`src/rtl/game_controller_if.sv`:
```
// Handshake and display bundle between the blackjack controller and its neighbours.
//   deal/hit/stand : single-cycle button pulses into the controller
//   cardValid/cardValue/cardReq : req/valid card handshake with the card source
//   playerHand/dealerHand/gameState : registered values for the seven-segment stage
// master = controller side, slave = surrounding environment.
interface game_controller_if;
  logic       deal;
  logic       hit;
  logic       stand;
  logic       cardValid;
  logic [3:0] cardValue;
  logic       cardReq;
  logic [4:0] playerHand;
  logic [4:0] dealerHand;
  logic [3:0] gameState;

  modport master (
    input  deal, hit, stand, cardValid, cardValue,
    output cardReq, playerHand, dealerHand, gameState
  );

  modport slave (
    output deal, hit, stand, cardValid, cardValue,
    input  cardReq, playerHand, dealerHand, gameState
  );
endinterface

```
`src/rtl/game_controller.sv`:
```
// Blackjack round sequencer: deals P,D,P,D, runs the player turn and the dealer
// draw rule, and resolves win/lose/tie.
//   clk   : rising-edge clock
//   reset : asynchronous active-high reset
//   bus   : game_controller_if.master (buttons in, card handshake, display outputs)
module game_controller #(
  parameter int unsigned DEALER_STAND = 17,
  parameter bit          HIT_SOFT17   = 1'b0
) (
  input  logic               clk,
  input  logic               reset,
  game_controller_if.master  bus
);

  localparam int unsigned HAND_W  = 5;
  localparam int unsigned STATE_W = 4;
  localparam int unsigned CNT_W   = 3;

  localparam logic [STATE_W-1:0] S_RESET       = 4'd0;
  localparam logic [STATE_W-1:0] S_DEAL_PLAYER = 4'd1;
  localparam logic [STATE_W-1:0] S_DEAL_DEALER = 4'd2;
  localparam logic [STATE_W-1:0] S_PLAYER_TURN = 4'd3;
  localparam logic [STATE_W-1:0] S_DEALER_TURN = 4'd4;
  localparam logic [STATE_W-1:0] S_COMPARE     = 4'd5;
  localparam logic [STATE_W-1:0] S_RESULT_WIN  = 4'd6;
  localparam logic [STATE_W-1:0] S_RESULT_LOSE = 4'd7;
  localparam logic [STATE_W-1:0] S_RESULT_TIE  = 4'd8;

  localparam logic [HAND_W-1:0] STAND_TOTAL = HAND_W'(DEALER_STAND);
  localparam logic [HAND_W-1:0] BLACKJACK   = 5'd21;

  // Hard sum with ace = 1, saturating at 31.
  function automatic logic [HAND_W-1:0] add_sat(input logic [HAND_W-1:0] hard,
                                                input logic [HAND_W-1:0] val);
    logic [HAND_W:0] sum;
    sum = (HAND_W+1)'(hard) + (HAND_W+1)'(val);
    return sum[HAND_W] ? 5'd31 : sum[HAND_W-1:0];
  endfunction

  function automatic logic is_soft(input logic [HAND_W-1:0] hard, input logic ace);
    return ace && (hard <= 5'd11);
  endfunction

  function automatic logic [HAND_W-1:0] best(input logic [HAND_W-1:0] hard, input logic ace);
    return is_soft(hard, ace) ? hard + 5'd10 : hard;
  endfunction

  logic [STATE_W-1:0] state_q, state_d;
  logic [HAND_W-1:0]  p_hard_q, p_hard_d, d_hard_q, d_hard_d;
  logic               p_ace_q, p_ace_d, d_ace_q, d_ace_d;
  logic [CNT_W-1:0]   deal_cnt_q, deal_cnt_d;
  logic               card_req_q, card_req_d;
  logic [HAND_W-1:0]  player_hand_q, player_hand_d;
  logic [HAND_W-1:0]  dealer_hand_q, dealer_hand_d;

  // Card normalisation: 0 and 11..15 count as 10.
  logic [HAND_W-1:0] card_val_c;
  logic              card_ace_c;
  logic              take_c;
  logic [HAND_W-1:0] p_hard_new_c, d_hard_new_c;
  logic              p_ace_new_c, d_ace_new_c;
  logic [HAND_W-1:0] p_best_new_c, d_best_new_c;
  logic              dealer_draw_c;
  logic              start_c;

  always_comb begin
    card_val_c   = ((bus.cardValue == 4'd0) || (bus.cardValue > 4'd10)) ? 5'd10
                                                                        : HAND_W'(bus.cardValue);
    card_ace_c   = (bus.cardValue == 4'd1);
    take_c       = card_req_q && bus.cardValid;
    p_hard_new_c = add_sat(p_hard_q, card_val_c);
    d_hard_new_c = add_sat(d_hard_q, card_val_c);
    p_ace_new_c  = p_ace_q | card_ace_c;
    d_ace_new_c  = d_ace_q | card_ace_c;
    p_best_new_c = best(p_hard_new_c, p_ace_new_c);
    d_best_new_c = best(d_hard_new_c, d_ace_new_c);
    // Dealer rule evaluated on the registered dealer total.
    dealer_draw_c = (dealer_hand_q < STAND_TOTAL) ||
                    (HIT_SOFT17 && (dealer_hand_q == STAND_TOTAL) && is_soft(d_hard_q, d_ace_q));
  end

  // Next-state and datapath update.
  always_comb begin
    state_d       = state_q;
    p_hard_d      = p_hard_q;
    d_hard_d      = d_hard_q;
    p_ace_d       = p_ace_q;
    d_ace_d       = d_ace_q;
    deal_cnt_d    = deal_cnt_q;
    card_req_d    = card_req_q;
    player_hand_d = player_hand_q;
    dealer_hand_d = dealer_hand_q;
    start_c       = 1'b0;

    // A consumed card always closes the handshake.
    if (take_c) card_req_d = 1'b0;

    case (state_q)
      S_RESET: begin
        if (bus.deal) start_c = 1'b1;
      end
      S_DEAL_PLAYER: begin
        if (take_c) begin
          p_hard_d      = p_hard_new_c;
          p_ace_d       = p_ace_new_c;
          player_hand_d = p_best_new_c;
          deal_cnt_d    = deal_cnt_q + 3'd1;
          state_d       = S_DEAL_DEALER;
        end else if (!card_req_q) begin
          card_req_d = 1'b1;
        end
      end
      S_DEAL_DEALER: begin
        if (take_c) begin
          d_hard_d      = d_hard_new_c;
          d_ace_d       = d_ace_new_c;
          dealer_hand_d = d_best_new_c;
          deal_cnt_d    = deal_cnt_q + 3'd1;
          if (deal_cnt_q == 3'd3) begin
            if (player_hand_q == BLACKJACK)
              state_d = (d_best_new_c == BLACKJACK) ? S_RESULT_TIE : S_RESULT_WIN;
            else
              state_d = S_PLAYER_TURN;
          end else begin
            state_d = S_DEAL_PLAYER;
          end
        end else if (!card_req_q) begin
          card_req_d = 1'b1;
        end
      end
      S_PLAYER_TURN: begin
        // Buttons are ignored while a card is outstanding; stand beats hit.
        if (card_req_q) begin
          if (take_c) begin
            p_hard_d      = p_hard_new_c;
            p_ace_d       = p_ace_new_c;
            player_hand_d = p_best_new_c;
            if (p_best_new_c > BLACKJACK)       state_d = S_RESULT_LOSE;
            else if (p_best_new_c == BLACKJACK) state_d = S_DEALER_TURN;
          end
        end else if (bus.stand) begin
          state_d = S_DEALER_TURN;
        end else if (bus.hit) begin
          card_req_d = 1'b1;
        end
      end
      S_DEALER_TURN: begin
        if (card_req_q) begin
          if (take_c) begin
            d_hard_d      = d_hard_new_c;
            d_ace_d       = d_ace_new_c;
            dealer_hand_d = d_best_new_c;
          end
        end else if (dealer_hand_q > BLACKJACK) begin
          state_d = S_RESULT_WIN;
        end else if (dealer_draw_c) begin
          card_req_d = 1'b1;
        end else begin
          state_d = S_COMPARE;
        end
      end
      S_COMPARE: begin
        if (player_hand_q > dealer_hand_q)      state_d = S_RESULT_WIN;
        else if (player_hand_q < dealer_hand_q) state_d = S_RESULT_LOSE;
        else                                    state_d = S_RESULT_TIE;
      end
      S_RESULT_WIN, S_RESULT_LOSE, S_RESULT_TIE: begin
        if (bus.deal) start_c = 1'b1;
      end
      default: begin
        state_d    = S_RESET;
        card_req_d = 1'b0;
      end
    endcase

    // New round: clear both hands and restart the deal sequence.
    if (start_c) begin
      p_hard_d      = '0;
      d_hard_d      = '0;
      p_ace_d       = 1'b0;
      d_ace_d       = 1'b0;
      deal_cnt_d    = '0;
      player_hand_d = '0;
      dealer_hand_d = '0;
      card_req_d    = 1'b0;
      state_d       = S_DEAL_PLAYER;
    end
  end

  always_ff @(posedge clk or posedge reset) begin
    if (reset) begin
      state_q       <= S_RESET;
      p_hard_q      <= '0;
      d_hard_q      <= '0;
      p_ace_q       <= 1'b0;
      d_ace_q       <= 1'b0;
      deal_cnt_q    <= '0;
      card_req_q    <= 1'b0;
      player_hand_q <= '0;
      dealer_hand_q <= '0;
    end else begin
      state_q       <= state_d;
      p_hard_q      <= p_hard_d;
      d_hard_q      <= d_hard_d;
      p_ace_q       <= p_ace_d;
      d_ace_q       <= d_ace_d;
      deal_cnt_q    <= deal_cnt_d;
      card_req_q    <= card_req_d;
      player_hand_q <= player_hand_d;
      dealer_hand_q <= dealer_hand_d;
    end
  end

  assign bus.cardReq    = card_req_q;
  assign bus.playerHand = player_hand_q;
  assign bus.dealerHand = dealer_hand_q;
  assign bus.gameState  = state_q;

endmodule

```
`src/flat_wrapper.sv`:
```
// flat-port wrapper written by rule: the top's interface ports become plain ports
module game_controller_flat 
#(
  parameter int unsigned DEALER_STAND = 17,
  parameter bit          HIT_SOFT17   = 1'b0
)
  (clk, reset, bus_deal, bus_hit, bus_stand, bus_cardValid, bus_cardValue, bus_cardReq, bus_playerHand, bus_dealerHand, bus_gameState);
  game_controller_if bus_i ();
  input  logic clk;
  input  logic reset;
  input wire logic [$bits(bus_i.deal)-1:0] bus_deal;
  input wire logic [$bits(bus_i.hit)-1:0] bus_hit;
  input wire logic [$bits(bus_i.stand)-1:0] bus_stand;
  input wire logic [$bits(bus_i.cardValid)-1:0] bus_cardValid;
  input wire logic [$bits(bus_i.cardValue)-1:0] bus_cardValue;
  output wire logic [$bits(bus_i.cardReq)-1:0] bus_cardReq;
  output wire logic [$bits(bus_i.playerHand)-1:0] bus_playerHand;
  output wire logic [$bits(bus_i.dealerHand)-1:0] bus_dealerHand;
  output wire logic [$bits(bus_i.gameState)-1:0] bus_gameState;
  assign bus_i.deal = bus_deal;
  assign bus_i.hit = bus_hit;
  assign bus_i.stand = bus_stand;
  assign bus_i.cardValid = bus_cardValid;
  assign bus_i.cardValue = bus_cardValue;
  assign bus_cardReq = bus_i.cardReq;
  assign bus_playerHand = bus_i.playerHand;
  assign bus_dealerHand = bus_i.dealerHand;
  assign bus_gameState = bus_i.gameState;
  game_controller #(.DEALER_STAND(DEALER_STAND), .HIT_SOFT17(HIT_SOFT17)) u_core (.clk(clk), .reset(reset), .bus(bus_i));
endmodule
```
`config.mk`:
```
export PLATFORM = sky130hd
export DESIGN_NAME = game_controller_flat
export DESIGN_NICKNAME = d
export VERILOG_FILES = /design/src/rtl/game_controller_if.sv /design/src/rtl/game_controller.sv /design/src/flat_wrapper.sv
export SDC_FILE = /design/constraint.sdc
export NUM_CORES = 1
export LEC_CHECK = 0
export CAP_MARGIN = 20
export CORE_MARGIN = 3
export CORE_UTILIZATION = 50
export DETAILED_ROUTE_END_ITERATION = 7
export HOLD_SLACK_MARGIN = 0.15
export PLACE_DENSITY = 0.79
export RECOVER_POWER = 25
export SYNTH_ARGS = -nofsm -noshare
export SYNTH_HDL_FRONTEND = slang
export SYNTH_SLANG_ARGS = --single-unit
```
`constraint.sdc`:
```
create_clock -name clk -period 8.2 [get_ports clk]
set_input_delay 1.64 -clock clk [delete_from_list [all_inputs] [get_ports clk]]
set_output_delay 1.64 -clock clk [all_outputs]
set_load 0.005 [all_outputs]
```
### Word level (Yosys, flattened, before mapping)

Index checks and enable logic that the tools add are counted.

* input port bits: 10
* logic and storage cells: 126
* output and inout bits: 15
* register bits: 30

* $lt $le $gt $ge: 8
* add/sub/neg operators: 5
* eq/ne operators: 23
* reductions and logical operators: 17
* muxes and demuxes: 62
* bitwise gates (word level): 2

Operators with widths (count)
* two-way mux 5 bit: 16
* two-way mux 4 bit: 17
* case mux 5 bit (2 select lines): 4
* case mux 4 bit (6 select lines): 1
* two-way mux 1 bit: 18
* == test 4 x 3 -> 1 bit, second input constant: 4
* == test 5 bit, second input constant: 3
* adder 5 x 5 -> 6 bit: 2
* inequality test 3 x 1 -> 1 bit, second input constant: 4
* adder 5 x 4 -> 5 bit, second input constant: 2
* > comparator 5 bit, second input constant: 2
* less-or-equal comparator 5 x 4 -> 1 bit, second input constant: 2
* two-way mux 3 bit: 3
* == test 4 x 1 -> 1 bit, second input constant: 2
* == test 4 x 2 -> 1 bit, second input constant: 2
* logical NOT 4 bit: 2
* inequality test 4 bit, second input constant: 2
* AND reduction 8 bit: 1
* AND reduction 2 bit: 3
* nonzero test 3 bit: 2
* > comparator 5 bit: 1
* < comparator 5 bit: 1
* < comparator 5 bit, second input constant: 1
* inequality test 5 bit, second input constant: 1
* other kinds (16): 21

### Longest topological paths before layout

* word-level depth: 15
* mapped depth: 16
* mapped depth without buffers: 16

### Worst setup path after synthesis

OpenSTA, ideal clock, no wires.

* kind: in2reg
* start point: input port bus_cardValue[2]
* end point: register u_core.state_q[3], in the netlist u_core.bus.gameState[3]
* path slack: 3.063 ns
* library setup time: 0.128 ns
* path buffers: 0
* arrival: 5.009 ns
* data required time: 8.072 ns
* cell stages on the path: 16
* path through: or2_2 > a21boi_0 > ha_1 > inv_1 > fa_1 > nand3b_1 > o221ai_1 > inv_1 > ha_1 > nand3_1 > nor4b_1 > a221oi_2 > a21oi_1 > o21ai_1 > a21oi_4 > mux2_1

* cells in the longest elaborated chain, start to end: 15
* elaborated cells between the ends (all ways): 33
* those cells by class: 4 x add/sub; 4 x order compare; 4 x eq/ne; 14 x mux; 2 x bitwise; 5 x reduce/logical

RTL lines
* from (decl): RTL line flat_wrapper.sv:15 `input wire logic [$bits(bus_i.cardValue)-1:0] bus_cardValue;`
* branches (longest 15 deep; another with adder 5 x 5 -> 6 bit)
* to (signal assigned): RTL line game_controller.sv:202 `state_q <= state_d;`
* to (decl): RTL line game_controller.sv:48 `logic [STATE_W-1:0] state_q, state_d;`

Parallel ways; which one is timed is not known. The select of a mux whose other input is x is not followed.
A chain may end at the register's enable or synchronous reset.

### Final worst setup path

Ends and elaborated chain as after synthesis.

==> impl_results.md <==
- Drt first pass iters: 4
- Reg clk slew, reported paths: 0.09 ns
- Share of cells above drive strength 1: 6.604%
- RePlAce Congestion: 0.9111
- Clock Skew: 0.001991 ns
- Routed WL: 5923 µm
- Final Cell Area: 0.002840 mm²
- # diodes: 0
- Busiest grt layer: met2
- Max-Cap Viols: 0
- Fin util: 59.35%
- Post-DR wirelength/cell: 15.38 µm
- Top cells by area, synth: dfrtp_1 (28%), ha_1 (9.4%), nand3_1 (4.0%)
- Sw Ratio: 46.90%
- Drt via density: 6.003
- CP required: 8.36 ns
- Worst setup slack after layout: 2.281 ns
- Final setup violation count: 0
- I/O Buffers: 24
- Slew Limit Headroom: 10.55%
- Initial Util: 52.73%
- Sw power: 421.6 µW
- H-tree depth: 1
- Clock latency at the later pin of the worst-skew pair: 0.27 ns
- Die Y: 77.05 µm
- DRT antenna net count: 0
- P_int: 477.2 µW
- Fmax: 168.9 MHz
- Worst hold slack: 0.5048 ns
- Vias in the first global route: 2,203
- Status: complete, no violations
- EDFF count, synth: 0
- Largest net degree at the start of global routing: 29
- GRT Total Usage: 21.02%
- Synth top area share: 27.76%
- GR Layer Usage met3: 1.878%
- Ys async rst share: 100.0%
- Clk buf depth: 2
- Placed Instance Area: 0.002795 mm²
- CP endpoint kind: flip-flop
- # hold bufs at CTS: 0
- Post CTS Setup Buffer Count: 0
- RSZ-0062 raised after global routing: false
- CTS Root Cell: clkbuf_8
- Power per cell area: 316.5 mW/mm²
- Grt met1 use: 29.99%
- Post-CTS sizing: 0
- Final TNS setup: 0 ns
- Post-Synthesis Cell Area: 0.002524 mm²
- Row cnt: 25
- Tcrit/Tclk final: 72.19%
- Num CTS Buffers: 3
- Avg Inst Size Synth: 8.357 µm²
- Comb pwr share: 63.5%
- Top FF cell, synth: dfrtp_1
- Leak pwr: 1.217 nW
- Final slew viol count: 0
- CTS tree: done
- Top-Level Pins: 25
- Total number of vias: 2,311
- Dpl cells: 381
- Detailed placement HPWL: 4573 µm
- Final worst path period need: 5.919 ns
- Area of the core: 0.004786 mm²
- Syn nets: 333
- Clk sinks: 28
- Cell accounting for the most synthesized area: dfrtp_1
- Die W: 77.05 µm
- WS Path Type: in -> reg
- Gate Count Post-Synth: 302
- Actual slew at the worst max-slew pin: 1.342 ns
- #FFs+latches synth: 28
- Fin. Hold Viols: 0
- Residual DRC count: 0
- Setup WS pre-CTS: 2.013 ns
- Clock share of power: 8.4%
- Total gr overflow: 0
- Critical Path Source Type: primary input
- Power share of the sequential group: 28.1%
- Total Power: 898.8 µW
- Initial antenna violation count: 0
- # nets final: 351
- Worst-path fanout max: 5
- WP data arrival: 6.08 ns
- Register area share after synthesis: 27.76%
- VDD IR max: 0.0001690 V
- Area Overhead vs Synth: 12.54%
- Ys Warns: 0
- GR Util met2: 33.80%
- Synth unique cells: 66
- Fin cells: 385
- Die area: 0.005936 mm²
- Initial DRC Count: 144
- Hold/Removal Path Class: reg -> reg
- First-pass GRT wire length: 10,410 µm
==> critical path, stage by stage <==
cell and delay, ns:
clkdlybuf4s50_1 0.50, or2_2 0.34, a21boi_0 0.30, ha_1 0.27, inv_1 0.07, fa_1 0.42
nand3b_1 0.20, o221ai_1 0.30, inv_1 0.14, ha_1 0.22, nand3_1 0.12, nor4b_1 0.45
a221oi_2 0.18, a21oi_1 0.25, o21ai_1 0.15, a21oi_4 0.19, mux2_1 0.35
==> power groups by stage <==
stage	Sequential [mW]	Clock (mW)	Combinational (mW)
floorplan	0.221	0	0.452
global placement	0.253	0	0.555
detailed placement	0.254	0	0.566
CTS	0.252	0.0759	0.569
global route	0.262	0.0823	0.647
finish	0.253	0.0756	0.571
==> registers in the layout (all words and copies together) (netlist names) <==
name / flops
u_core.bus.cardReq: 1
u_core.bus.dealerHand: 4
u_core.bus.gameState: 4
u_core.bus.playerHand: 4
u_core.d_ace_q: 1
u_core.d_hard_q: 5
u_core.deal_cnt_q: 3
u_core.p_ace_q: 1
u_core.p_hard_q: 5
==> final timing paths <==
path                                      startpoint                      end  slack (ns)  cells past startpoint
worst max-delay path                bus_cardValue[2]  u_core.bus.gameState[3]        2.28                     17
worst min-delay path            u_core.deal_cnt_q[0]     u_core.deal_cnt_q[0]        0.50                      1
worst max register to register    u_core.p_hard_q[0]  u_core.bus.gameState[3]        4.37                     14
worst min register to register  u_core.deal_cnt_q[0]     u_core.deal_cnt_q[0]        0.50                      1
max in group asynchronous                      reset           u_core.p_ace_q        5.07                      3
min in group asynchronous                      reset     u_core.deal_cnt_q[0]        1.66                      2
==> cell usage after synthesis, types with 2 or more instances <==
| master | n |
|---|---|
| nand3_1 | 20 |
| nand3b_1 | 4 |
| nand4_1 | 4 |
| buf_4 | 2 |
| nor3b_1 | 3 |
| and2_1 | 3 |
| dfrtp_1 | 28 |
| a211o_1 | 3 |
| nand2b_1 | 4 |
| o31ai_1 | 2 |
| nor4b_1 | 2 |
| mux2_4 | 2 |
| o2bb2ai_1 | 3 |
| ha_1 | 19 |
| o21ai_1 | 10 |
| or4_1 | 2 |
| nor2b_1 | 9 |
| o21bai_1 | 2 |
| nor2_1 | 20 |
| mux2i_1 | 5 |
| nand2_1 | 18 |
| a31oi_1 | 5 |
| a21oi_1 | 16 |
| inv_2 | 2 |
| fa_1 | 2 |
| clkbuf_1 | 9 |
| nor4_1 | 2 |
| xor2_1 | 4 |
| o21a_1 | 2 |
| a21o_1 | 7 |
| xnor2_1 | 2 |
| a211oi_1 | 3 |
| a31o_2 | 2 |
| a22oi_1 | 2 |
| nor3_1 | 7 |
| o21ai_0 | 14 |
| inv_1 | 26 |
| o211ai_1 | 3 |
| mux2_2 | 2 |
==> cell families (layout without fill, tap and decap cells) <==
| family | after synthesis | after routing | share of synthesized area (%) |
|---|---|---|---|
| multiplexers | 10 | 10 | 4.512 |
| flip-flops | 28 | 28 | 27.76 |
| XOR/XNOR | 6 | 6 | 2.082 |
| AO/OA/AOI/OAI | 91 | 91 | 25.29 |
| AND/OR/NAND/NOR | 106 | 106 | 23.10 |
| buffers and inverters | 40 | 56 | 6.246 |
| adder cells (fa/ha/maj) | 21 | 21 | 11.01 |
==> per-layer routing <==
metal  wire length [µm]  part of all wire [%]
met1               2886                    49
met2               2684                    45
met3                222                   3.7
met4                129                   2.2
met5                  0                     0
==> final cells by class <==
class	count	area, µm²
timing repair buffer	25	244.0
inverter	28	105.1
multi-input combinational	234	1665
clock buffer	3	41.29
sequential	28	700.7
fill	410	1946
tap	67	83.83
==> cell usage in the layout, fill, tap and decap left out, types with 3 or more instances in the layout <==
cell and instances:
mux2i_1 5, inv_1 26, nand4_1 4, a211o_1 3
o21ai_0 14, o2bb2ai_1 3, clkdlybuf4s50_1 23, nand3_1 20
a31oi_1 5, o211ai_1 3, nor2_1 20, o21ai_1 10
and2_1 3, a21o_1 7, xor2_1 4, a211oi_1 3
nor3_1 7, dfrtp_1 28, nand3b_1 4, nand2b_1 4
clkbuf_8 3, nand2_1 18, nor3b_1 3, ha_1 19
a21oi_1 16, nor2b_1 9
(Power assumes the default switching activity.)
